===== config.mk =====
export PLATFORM = sky130hd
export DESIGN_NAME = train_track_emulator
export DESIGN_NICKNAME = d
export VERILOG_FILES = /design/src/rtl/train_pkg.sv /design/src/rtl/segment_timer.sv /design/src/rtl/train_track_emulator.sv
export SDC_FILE = /design/constraint.sdc
export NUM_CORES = 1
export LEC_CHECK = 0
export BUFFER_PORTS_ARGS = -buffer_cell sky130_fd_sc_hd__buf_2
export CAP_MARGIN = 10
export CORE_MARGIN = 1
export CORE_UTILIZATION = 25
export CTS_CLUSTER_DIAMETER = 60
export DETAILED_ROUTE_END_ITERATION = 8
export GPL_TIMING_DRIVEN = 0
export PLACE_DENSITY = 0.38
export SETUP_SLACK_MARGIN = 0.1
export SLEW_MARGIN = 20
export SYNTH_ARGS = -nofsm -noshare
export SYNTH_HDL_FRONTEND = slang
export SYNTH_SLANG_ARGS = --single-unit

===== constraint.sdc =====
create_clock -name clk -period 2.7 [get_ports clk]
set_input_delay 0.27 -clock clk [delete_from_list [all_inputs] [get_ports clk]]
set_output_delay 0.27 -clock clk [all_outputs]
set_load 0.02 [all_outputs]

===== src/rtl/train_pkg.sv =====
// Shared definitions for the train track emulator: FSM states, sensor
// count and the segment-time multipliers selected by speed_sel.
package train_pkg;

  typedef enum logic [1:0] {
    IDLE   = 2'd0,
    PULSE  = 2'd1,
    TRAVEL = 2'd2,
    DONE   = 2'd3
  } track_state_e;

  localparam int NUM_SENSORS = 6;

  localparam logic [2:0] MULT_4X = 3'd4;
  localparam logic [2:0] MULT_2X = 3'd2;
  localparam logic [2:0] MULT_1X = 3'd1;

  // Map the 2-bit speed select onto a multiple of the base segment time.
  function automatic logic [2:0] speed_mult(input logic [1:0] sel);
    case (sel)
      2'd0:    return MULT_4X;
      2'd1:    return MULT_2X;
      default: return MULT_1X;
    endcase
  endfunction

endpackage


===== src/rtl/segment_timer.sv =====
// Loadable 16-bit down-counter with a zero flag; times both the sensor
// pulses and the travel segments between sensors.
module segment_timer (
  input  logic        clk,
  input  logic        rst_n,
  input  logic        load_i,
  input  logic [15:0] load_val_i,
  input  logic        en_i,
  output logic        zero_o
);

  logic [15:0] count_q;

  // Load takes priority; otherwise count down and rest at zero.
  always_ff @(posedge clk or negedge rst_n) begin
    if (!rst_n) begin
      count_q <= '0;
    end else if (load_i) begin
      count_q <= load_val_i;
    end else if (en_i && (count_q != 16'd0)) begin
      count_q <= count_q - 16'd1;
    end
  end

  assign zero_o = (count_q == 16'd0);

endmodule


===== src/rtl/train_track_emulator.sv =====
// Train track emulator: walks a single train past sensors S1..S6, holding
// each sensor high for PULSE_LEN cycles with a travel gap between them.
// Optional build macro TRACK_NOISE_EN adds a high/low glitch before each
// sensor pulse.
module train_track_emulator
  import train_pkg::*;
#(
  parameter int SEG_BASE  = 1000,
  parameter int PULSE_LEN = 50
) (
  input  logic       clk,
  input  logic       rst_n,
  input  logic       start,
  input  logic       stop,
  input  logic       loop_en,
  input  logic [1:0] speed_sel,
  output logic       S1,
  output logic       S2,
  output logic       S3,
  output logic       S4,
  output logic       S5,
  output logic       S6,
  output logic       busy,
  output logic       done,
  output logic [3:0] lap_count
);

`ifdef TRACK_NOISE_EN
  // Timer covers the two glitch cycles plus the real pulse.
  localparam logic [15:0] PULSE_LOAD = 16'(PULSE_LEN + 1);
`else
  localparam logic [15:0] PULSE_LOAD = 16'(PULSE_LEN - 1);
`endif
  localparam logic [2:0] LAST_IDX = 3'(NUM_SENSORS);

  track_state_e state_q, state_d;
  logic [2:0]   idx_q, idx_d;
  logic [3:0]   lap_q, lap_d;
  logic         tmr_load, tmr_en, tmr_zero;
  logic [15:0]  tmr_val, travel_load;
  logic         sensor_on;

  assign travel_load = 16'(SEG_BASE) * {13'd0, speed_mult(speed_sel)} - 16'd1;

  segment_timer u_timer (
    .clk        (clk),
    .rst_n      (rst_n),
    .load_i     (tmr_load),
    .load_val_i (tmr_val),
    .en_i       (tmr_en),
    .zero_o     (tmr_zero)
  );

  // State, sensor index and lap counter registers.
  always_ff @(posedge clk or negedge rst_n) begin
    if (!rst_n) begin
      state_q <= IDLE;
      idx_q   <= 3'd1;
      lap_q   <= 4'd0;
    end else begin
      state_q <= state_d;
      idx_q   <= idx_d;
      lap_q   <= lap_d;
    end
  end

  // Next-state logic: launch, pulse/travel sequencing, lap wrap and abort.
  always_comb begin
    state_d  = state_q;
    idx_d    = idx_q;
    lap_d    = lap_q;
    tmr_load = 1'b0;
    tmr_val  = '0;
    tmr_en   = 1'b0;
    case (state_q)
      IDLE: begin
        if (start && !stop) begin
          state_d  = PULSE;
          idx_d    = 3'd1;
          lap_d    = 4'd0;
          tmr_load = 1'b1;
          tmr_val  = PULSE_LOAD;
        end
      end
      PULSE: begin
        if (stop) begin
          state_d = IDLE;
          idx_d   = 3'd1;
        end else if (tmr_zero) begin
          if ((idx_q == LAST_IDX) && !loop_en) begin
            state_d = DONE;
          end else begin
            if (idx_q == LAST_IDX) begin
              lap_d = lap_q + 4'd1;
            end
            state_d  = TRAVEL;
            tmr_load = 1'b1;
            tmr_val  = travel_load;
          end
        end else begin
          tmr_en = 1'b1;
        end
      end
      TRAVEL: begin
        if (stop) begin
          state_d = IDLE;
          idx_d   = 3'd1;
        end else if (tmr_zero) begin
          idx_d    = (idx_q == LAST_IDX) ? 3'd1 : idx_q + 3'd1;
          state_d  = PULSE;
          tmr_load = 1'b1;
          tmr_val  = PULSE_LOAD;
        end else begin
          tmr_en = 1'b1;
        end
      end
      DONE: begin
        state_d = IDLE;
        idx_d   = 3'd1;
      end
      default: begin
        state_d = IDLE;
      end
    endcase
  end

`ifdef TRACK_NOISE_EN
  logic [1:0] glitch_q;

  // Glitch phase: 2 = first high cycle, 1 = forced low cycle, 0 = real pulse.
  always_ff @(posedge clk or negedge rst_n) begin
    if (!rst_n) begin
      glitch_q <= 2'd0;
    end else if (tmr_load && (state_d == PULSE)) begin
      glitch_q <= 2'd2;
    end else if ((state_q == PULSE) && (glitch_q != 2'd0)) begin
      glitch_q <= glitch_q - 2'd1;
    end
  end

  assign sensor_on = (state_q == PULSE) && (glitch_q != 2'd1);
`else
  assign sensor_on = (state_q == PULSE);
`endif

  assign S1        = sensor_on && (idx_q == 3'd1);
  assign S2        = sensor_on && (idx_q == 3'd2);
  assign S3        = sensor_on && (idx_q == 3'd3);
  assign S4        = sensor_on && (idx_q == 3'd4);
  assign S5        = sensor_on && (idx_q == 3'd5);
  assign S6        = sensor_on && (idx_q == 3'd6);
  assign busy      = (state_q == PULSE) || (state_q == TRAVEL);
  assign done      = (state_q == DONE);
  assign lap_count = lap_q;

endmodule

==> metrics.txt <==
status finished with violations; failing checks hold timing; crit path capture u_timer.count_q[3]; Routed Antenna Nets 0; RR Endpoint u_timer.count_q[3]; number of global-route vias before repair 1,518; register share of total power 0.314; CTS Sinks 25; Die Ht 88.1 um; largest net degree at the start of global routing 26; CP delay by family, top buffers and inverters; most frequent cells in the layout 24 x dfrtp_1, 22 x nor2_1, 19 x buf_2; Period minus WS final 2.42 ns; VDD IR max 0.000468 V; Worst Path Buf+Inv 4; CP Max Fanout 10; placed cell area 2070 um^2; max-cap viol count 0; Root Buffer clkbuf_8; Routed WL per cell 14.6 um; post-synthesis net count 225; detailed placement HPWL 3520 um; Arrival @ worst endpoint 2.60 ns; drc violations 0; Final period util 0.896; H-tree levels 1; Worst path max stage delay 0.41 ns; RSZ-0062 raised after global routing false; number of nets in the layout 250; Crit. End Element flop; CP Depth 10; syn_area_per_cell 8.87 um^2; switching power share of the total 0.477; Clk pin slew, worst setup/hold paths 0.10 ns; Initial DRC Count 75; final setup fails 0; Setup WS pre-CTS 0.254 ns; Initial Util 0.257; Seq. cell area 627 um^2; worst setup path start u_timer.count_q[0]; Worst Setup Start Kind flop; worst reg2reg startpoint u_timer.count_q[0]; Num CTS Buffers 3; CP max-delay cell dfrtp_1; Comb pwr share 0.568; DR pass1 iterations 4; Die Width 88.1 um; f_max 0.413 GHz; Post-Route Setup TNS 0 ns; Area Growth Syn to Fin 14.8%; post-synthesis cell count 209; clk_skew 0.0117 ns; Remaining Overflow, GRT 0; worst reg2reg path depth 10; Fill cells 799; final slew viol count 0; Syn. warnings 0; Core ar. 7210 um^2; Ant. Diodes 0; via count 1,581; first-pass GRT wire length 7970 um; clock share of power 0.118; Synth Flop Type dfrtp_1; Overall Global Routing Usage 0.135; RePlAce Congestion 0.714; num rows 31; clk_lat worst skew 0.28 ns; synth unique cells 60; EDFF count, synth 0; die area 7770 um^2; port bufs 18; P per Cell Area 951 nW/um^2; post-route cell area 2130 um^2; WL final 4850 um; Post-Synthesis Cell Area 1850 um^2; register area share after synthesis 0.338; worst min path class in2async; Worst Slack Setup Final 0.281 ns; CTS tree done; Top Ports 19; # hold bufs at CTS 0; Synth async-reset ratio 1.00; worst setup path class reg2reg; slew at the pin closest to its max-slew limit 0.627 ns; multi-input logic area 1140 um^2; Hold Fails Final Rpt 4; most common cell after layout, fill and taps aside dfrtp_1; ordered list of cells on the worst path inv_1, ha_1, nor3b_4, buf_4, and3_1, buf_6, a21oi_2, clkbuf_1, a31oi_1, o221a_2; relative slew slack 0.582; net switching power 0.965 mW; Worst EP required 2.88 ns; layout cells sized above 1 0.189; Synth Register Bits 25; FF-to-FF setup slack 0.28 ns; leakage power 0.937 nW; Cell Int Power 1.06 mW; initial antenna violation count 0; CTS Buffer Depth 2; final design utilization 0.295; Via density 4.76; WHS -0.00211 ns
## cell usage after synthesis, types with 3 or more instances
master | number | area share
dfrtp_1 | 24 | 0.32
nor2_1 | 22 | 0.045
nand2_1 | 17 | 0.034
o21ai_0 | 11 | 0.030
nor3_1 | 10 | 0.027
ha_1 | 9 | 0.061
inv_1 | 8 | 0.016
nand2b_1 | 6 | 0.020
a22o_1 | 5 | 0.024
a31oi_1 | 5 | 0.017
clkbuf_1 | 5 | 0.010
nor4_1 | 5 | 0.017
xnor2_1 | 5 | 0.024
nand3_1 | 4 | 0.011
nor2b_1 | 4 | 0.013
o22ai_1 | 4 | 0.013
a211o_1 | 3 | 0.014
a21oi_1 | 3 | 0.0081
and2_1 | 3 | 0.010
nor3_2 | 3 | 0.016
o21ai_1 | 3 | 0.0081
or3_1 | 3 | 0.010
## kinds of logic after synthesis
group / after synthesis / share of synthesized area
AO/OA/AOI/OAI: 51 / 0.204
XOR/XNOR: 5 / 0.0236
adder cells (fa/ha/maj): 9 / 0.0607
buffers and inverters: 17 / 0.0452
flip-flops: 25 / 0.338
multiplexers: 4 / 0.0256
AND/OR/NAND/NOR: 98 / 0.302
## through the flow
| stage | power, mW | instances |
|---|---|---|
| finish | 2.02 | 332 |
| global route | 2.22 | 332 |
| CTS | 2.04 | 330 |
| detailed placement | 1.79 | 326 |
| global placement | 1.80 | 326 |
| floorplan | 1.48 | 209 |
## final cells by class
class                   count  share of cell area
plain buffers               9              0.0253
clock buffers               4              0.0212
flip-flops and latches     25               0.295
multi-input cells         167               0.537
inverters                   8              0.0141
well taps                  99              0.0582
repair buffers             20              0.0494
## power by group through the flow
stage | sequential, mW | combinational [mW] | clock (mW)
after floorplan | 0.649 | 0.836 | 0
after global placement | 0.644 | 1.15 | 0
after detailed placement | 0.643 | 1.15 | 0
after CTS | 0.635 | 1.15 | 0.256
after global routing | 0.660 | 1.30 | 0.266
final | 0.636 | 1.15 | 0.238
## what timing repair did
action,4_1_cts,5_1_grt
endpoints found under the setup margin,0,6
resized for setup,0,0
buffers inserted,0,2
## worst min path at each step
| stage | endpoint | slack (ns) | cells after the start |
|---|---|---|---|
| final | u_timer.count_q[8] | -0.002 | 1 |
| after detailed placement | idx_q[2] | 0.34 | 1 |
| after global routing | idx_q[2] | 0.03 | 1 |
| after global placement | idx_q[2] | 0.34 | 1 |
| after floorplan | idx_q[1] | -0.03 | 0 |
| after CTS | lap_count[3] | 0.03 | 1 |
## metal layers
metal	part of all wire	global-route usage
met5	0	0
met4	0.0074	0.0220
met3	0.027	0.0254
met2	0.45	0.221
met1	0.52	0.189
## sequential cells by signal, summed over array words and instances (netlist names)
signal	flops
state_q	2
lap_count	4
idx_q	3
u_timer.count_q	16
No activity file was read; power rests on OpenSTA's default activity.
